$ cat src/rtl/operand_fetch.sv
// -----------------------------------------------------------------------------
// operand_fetch
//   Operand-fetch stage between instruction decode and the ALU of the
//   multi-cycle CPU. The stage accepts a decoded rs/rt/imm request, drives the
//   register-file read ports for one FETCH cycle, and latches the A/B operands
//   and the extended immediate. It then presents them downstream.
//   Register 0 always reads as zero.
//
//   Optional feature macro: OPF_BYPASS_EN
//     defined   : a write-back that lands on the FETCH edge to rs/rt (non-zero
//                 register) is forwarded into A/B instead of the stale read.
//     undefined : A/B take Data1/Data2 (pre-write value on a shared edge).
//
// Ports
//   clock, reset          rising-edge clock, synchronous active-high reset
//   in_valid/in_ready     request handshake from decode
//   in_rs, in_rt, in_imm  source registers and raw immediate
//   in_sext               1 = sign-extend immediate, 0 = zero-extend
//   Read1/Read2           register-file read addresses (held between fetches)
//   Data1/Data2           combinational register-file read data
//   wb_en/wb_reg/wb_data  write-back port shared with the register file
//   out_valid/out_ready   operand handshake to the ALU stage
//   A, B, Imm             latched operands and extended immediate
// -----------------------------------------------------------------------------
module operand_fetch #(
  parameter int DATA_W = 32,
  parameter int REG_AW = 5,
  parameter int IMM_W  = 16
) (
  input  logic              clock,
  input  logic              reset,
  input  logic              in_valid,
  output logic              in_ready,
  input  logic [REG_AW-1:0] in_rs,
  input  logic [REG_AW-1:0] in_rt,
  input  logic [IMM_W-1:0]  in_imm,
  input  logic              in_sext,
  output logic [REG_AW-1:0] Read1,
  output logic [REG_AW-1:0] Read2,
  input  logic [DATA_W-1:0] Data1,
  input  logic [DATA_W-1:0] Data2,
  input  logic              wb_en,
  input  logic [REG_AW-1:0] wb_reg,
  input  logic [DATA_W-1:0] wb_data,
  output logic              out_valid,
  input  logic              out_ready,
  output logic [DATA_W-1:0] A,
  output logic [DATA_W-1:0] B,
  output logic [DATA_W-1:0] Imm
);

  typedef enum logic [1:0] {
    IDLE  = 2'd0,
    FETCH = 2'd1,
    VALID = 2'd2
  } state_t;

  state_t            state_r;
  state_t            state_s;
  logic              accept_s;
  logic              in_ready_s;
  logic              out_valid_r;
  logic [REG_AW-1:0] rs_r;
  logic [REG_AW-1:0] rt_r;
  logic [DATA_W-1:0] a_r;
  logic [DATA_W-1:0] b_r;
  logic [DATA_W-1:0] imm_r;
  logic [DATA_W-1:0] a_s;
  logic [DATA_W-1:0] b_s;

  // Widen the raw immediate; sign-extension replicates its top bit.
  function automatic logic [DATA_W-1:0] ext_imm(input logic [IMM_W-1:0] imm,
                                                input logic sext);
    ext_imm = {{(DATA_W-IMM_W){sext & imm[IMM_W-1]}}, imm};
  endfunction

  // Operand select: register 0 is forced to zero ahead of any forwarding.
  function automatic logic [DATA_W-1:0] sel_op(input logic [REG_AW-1:0] r,
                                               input logic [DATA_W-1:0] d,
                                               input logic              we,
                                               input logic [REG_AW-1:0] wr,
                                               input logic [DATA_W-1:0] wd);
    if (r == {REG_AW{1'b0}}) begin
      sel_op = {DATA_W{1'b0}};
    end else if (we && (wr == r)) begin
      sel_op = wd;
    end else begin
      sel_op = d;
    end
  endfunction

  // Ready never looks at in_valid, so decode can use it to form its own valid.
  assign in_ready_s = (state_r == IDLE) | ((state_r == VALID) & out_ready);
  assign accept_s   = in_valid & in_ready_s;
  assign in_ready   = in_ready_s;

`ifdef OPF_BYPASS_EN
  logic              byp_en_s;
  assign byp_en_s = wb_en;
`else
  // Write-back forwarding is compiled out; keep the ports visibly consumed.
  logic              byp_en_s;
  logic              unused_wb_s;
  assign byp_en_s    = 1'b0;
  assign unused_wb_s = ^{wb_en, wb_reg, wb_data};
`endif

  // Next-state logic and FETCH-cycle operand selection.
  always_comb begin
    state_s = state_r;
    a_s     = sel_op(rs_r, Data1, byp_en_s, wb_reg, wb_data);
    b_s     = sel_op(rt_r, Data2, byp_en_s, wb_reg, wb_data);
    case (state_r)
      IDLE: begin
        if (accept_s) begin
          state_s = FETCH;
        end else begin
          state_s = IDLE;
        end
      end
      FETCH: begin
        state_s = VALID;
      end
      VALID: begin
        if (out_ready) begin
          if (in_valid) begin
            state_s = FETCH;
          end else begin
            state_s = IDLE;
          end
        end else begin
          state_s = VALID;
        end
      end
      default: begin
        state_s = IDLE;
      end
    endcase
  end

  // State, request capture and operand registers.
  always_ff @(posedge clock) begin
    if (reset) begin
      state_r     <= IDLE;
      out_valid_r <= 1'b0;
      rs_r        <= {REG_AW{1'b0}};
      rt_r        <= {REG_AW{1'b0}};
      a_r         <= {DATA_W{1'b0}};
      b_r         <= {DATA_W{1'b0}};
      imm_r       <= {DATA_W{1'b0}};
    end else begin
      state_r     <= state_s;
      out_valid_r <= (state_s == VALID);
      if (accept_s) begin
        rs_r  <= in_rs;
        rt_r  <= in_rt;
        imm_r <= ext_imm(in_imm, in_sext);
      end
      // A/B only move at the end of FETCH; they stay frozen while VALID stalls.
      if (state_r == FETCH) begin
        a_r <= a_s;
        b_r <= b_s;
      end
    end
  end

  assign Read1     = rs_r;
  assign Read2     = rt_r;
  assign out_valid = out_valid_r;
  assign A         = a_r;
  assign B         = b_r;
  assign Imm       = imm_r;

endmodule

$ cat config.mk
export PLATFORM = sky130hd
export DESIGN_NAME = operand_fetch
export DESIGN_NICKNAME = d
export VERILOG_FILES = /design/src/rtl/operand_fetch.sv
export SDC_FILE = /design/constraint.sdc
export NUM_CORES = 1
export LEC_CHECK = 0
export CAP_MARGIN = 0
export CORE_MARGIN = 2
export CORE_UTILIZATION = 37
export DETAILED_ROUTE_END_ITERATION = 12
export PLACE_DENSITY_LB_ADDON = 0.3
export REMOVE_ABC_BUFFERS = 1
export SLEW_MARGIN = 20
export SYNTH_ARGS = -nofsm -noshare
export SYNTH_HDL_FRONTEND = slang
export SYNTH_SLANG_ARGS = --single-unit
$ cat constraint.sdc
create_clock -name clock -period 3.1 [get_ports clock]
set_input_delay 0.93 -clock clock [delete_from_list [all_inputs] [get_ports clock]]
set_output_delay 0.93 -clock clock [all_outputs]
set_load 0.05 [all_outputs]
Word-level counts from Yosys, hierarchy flattened:

Cells that the tools add are included.

* flip-flop bits (word level): 94
* latch bits: 0
* bits in writable memories: 0
* bits in read-only memories: 0
* bits of input ports: 133
* output and inout port bits: 108
* logic and storage cells: 23
* memories: 0

* add/subtract/negate cells: 0
* $mul: 0
* div/mod/pow operators: 0
* $lt $le $gt $ge: 0
* equality and inequality tests: 3
* shift-type cells: 0
* mux-type cells: 6
* bitwise gates (word level): 4
* reduce and logical (&&, ||, !) cells: 3

Operators with widths (number)
* 32-bit two-way mux: 2
* 5-bit zero test: 2
* 2-bit one-hot mux with 3 select lines: 1
* 2-bit == test (second input constant): 2
* 1-bit bitwise AND: 3
* 2-bit by 1-bit == test with 1-bit output (second input constant): 1
* 2-bit zero test: 1
* 1-bit two-way mux: 2
* 2-bit two-way mux: 1
* 1-bit OR: 1

Depth between registers and ports, before layout:

* depth after elaboration: 7
* gate-level depth with buffers: 5
* gate-level depth less buffers: 3

Worst setup path before layout:

Ideal clock, no wire load.

* path kind: in2out
* from: in out_ready
* to: out in_ready
* arrival time: 1801 ps
* required time: 2170 ps
* setup slack: 369 ps
* cell stages on the path: 3
* buffers on the path: 1
* cell sequence: nor2b_1 > clkbuf_1 > nor2_1

* cells in the longest elaborated chain, start to end: 2

Ends and longest elaborated chain
* start, declared: line 46 `input logic out_ready,`
* 1-bit bitwise AND: line 93 `assign in_ready_s = (state_r == IDLE) | ((state_r == VALID) & out_ready);`
* 1-bit OR: line 93
* end, declared: line 33 `output logic in_ready,`

Every way passes these cells.

Worst setup path after layout:

* from: reg Imm[16] (netlist name)
* to: out Imm[25]

RTL lines
* end, declared: line 49 `output logic [DATA_W-1:0] Imm`

No word-level cell between the ends.

==> results.json <==
{
  "status": "finished clean",
  "rsz0062_at_grt": "false",
  "cts-root-buf": "clkbuf_8",
  "routed_wl_um": 9200,
  "drive_gt1_share_pct": 6.20,
  "min_period_over_period_pct": 89.5,
  "cp_slowest_cell": "clkdlybuf4s50_1",
  "max_freq_ghz": 0.360,
  "setup_viol": 0,
  "ant_nets": 0,
  "die-area_mm2": 0.00953,
  "maxSlewViolCount": 0,
  "syn_area_per_cell_um2": 10.8,
  "insertion_delay_ps": 340,
  "yosys_register_bits": 94,
  "final_common_cell": "clkdlybuf4s50_1",
  "crit_path_end_kind": "output pin",
  "relSlewSlack_pct": 40.3,
  "grt_pass1_vias": 2885,
  "htree_levels": 3,
  "place_ws_ps": 385,
  "ys_warn_count": 0,
  "wl_per_cell_um": 15.5,
  "worstMarginPinSlew_ps": 896,
  "die_w_um": 97.6,
  "grt-ovfl-total": 0,
  "cap_violations": 0,
  "num_vias": 3001,
  "drc": 0,
  "final_cell_mix": "clkdlybuf4s50_1, dfxtp_1, a22o_1",
  "cp_max_fo": 17,
  "io_buffers": 202,
  "setup_ws_ps": 325,
  "first_pass_iters": 4,
  "power_density_mw_per_mm2": 513,
  "gp_congestion": 0.823,
  "hold_buffers": 0,
  "setup.worst_path.class": "reg2out",
  "cts_setup_buffers": 0,
  "cp.arrival_ps": 1840,
  "timing.hold.ws_ps": 480,
  "cp-start-kind": "register",
  "setup_tns_ps": 0,
  "path_clk_slew_ps": 100,
  "cts_tree": "built",
  "dp.cells": 576,
  "syn_area_mm2": 0.00324,
  "syn_to_final_growth_pct": 67.4,
  "fin_skew_ps": 11.4,
  "synth-seq-area-share_pct": 58.0,
  "fin_util_pct": 63.2,
  "p_leak_uw": 0.00200,
  "cts_max_path_buffers": 2,
  "nets": 612,
  "hp-class": "reg2reg",
  "start_util_pct": 37.7,
  "hold_violations": 0,
  "io_pins": 241,
  "drt_iter0_drc": 79,
  "numClockSinks": 94,
  "fp-row-count": 34,
  "diodes": 0,
  "slowest_delay_ps": 900,
  "synth.distinct_cells": 20,
  "die_y_um": 97.6,
  "core_mm2": 0.00859,
  "antenna_found_initial": 0,
  "cts_buffers": 9,
  "dp_hpwl_um": 6500,
  "critical_path_required_ps": 2170,
  "grt_pass1_wl_um": 14600,
  "critPathTopFamily": "buffers and inverters",
  "finalNonFillerCells": 592,
  "ir_drop_uv": 210,
  "vias_per_cell": 5.07,
  "period_needed_ps": 2770,
  "grt_usage_pct": 18.6,
  "critical_path.cell_chain": "clkdlybuf4s50_1",
  "grt_max_degree": 65,
  "post_cts_resize_count": 0,
  "crit_buf_inv": 1,
  "netlist_instances": 300
}
==> registers in the layout, indices dropped and copies added, names as in the netlist <==
register / cells
A: 32
B: 32
Imm: 17
Read1: 5
Read2: 5
out_valid: 1
state_r: 2
==> metrics by stage <==
step	total power, uW	cell area [um2]
floorplan	1630	2970
global placement	1910	5210
detailed placement	1920	5210
CTS	2810	5430
global route	2900	5430
finish	2790	5430
==> final cells by class <==
class | instances | area [um2]
fill | 694 | 3160
multi-input combinational | 162 | 1100
sequential | 94 | 1880
inverter | 1 | 3.75
tap | 108 | 135
clock buffer | 11 | 141
clock inverter | 5 | 82.6
timing repair buffer | 211 | 2090
==> synth_stat cells (all sizes together) <==
cell type	count	area share (%)
or3b	1	0.35
nand4	1	0.19
a22o	64	17
a21oi	30	5.3
inv	1	0.12
nor3	3	0.46
nor2	5	0.58
dfxtp	94	58
nand3	26	4.0
mux2i	1	0.31
nor2b	2	0.39
buf	30	6.9
nand2b	2	0.39
clkbuf	13	1.5
o21ai	27	4.2
==> metal layers <==
layer,track usage (%),wire length [um],vias to the layer above
li1,-,-,1441
met1,24.2,3960,1417
met2,29.7,4440,127
met3,4.53,620,16
met4,7.59,184,0
met5,0,0,-
==> report_power, final <==
group,switching [uW],internal [uW]
Combinational,345,252
Clock,420,477
Sequential,31.4,1260
==> worst paths after layout <==
kind | start | to | slack, ps | cells past startpoint
worst min register to register | Imm[9]$_SDFFE_PP0P_ | Imm[9]$_SDFFE_PP0P_ | 480 | 2
worst max-delay path | Imm[16]$_SDFFE_PP0P_ | Imm[25] | 330 | 1
worst max register to register | state_r[0]$_SDFF_PP0_ | Imm[2]$_SDFFE_PP0P_ | 1400 | 3
worst min-delay path | Imm[9]$_SDFFE_PP0P_ | Imm[9]$_SDFFE_PP0P_ | 480 | 2
==> worst reg2reg max path: stages (launching register included) <==
cell	delay, ps
dfxtp_1	490
nand2b_1	750
o21ai_0	220
a21oi_1	190
==> cells by family (layout without fill, tap and decap cells) <==
group	Yosys count	in the layout	share of synthesized area, %
AOI/OAI and AO/OA	121	121	26.8
buffers and inverters	44	228	8.53
and+or+nand+nor	40	40	6.37
muxes	1	1	0.309
DFF	94	94	58.0
Note: power is estimated with default switching activity, not from simulation.
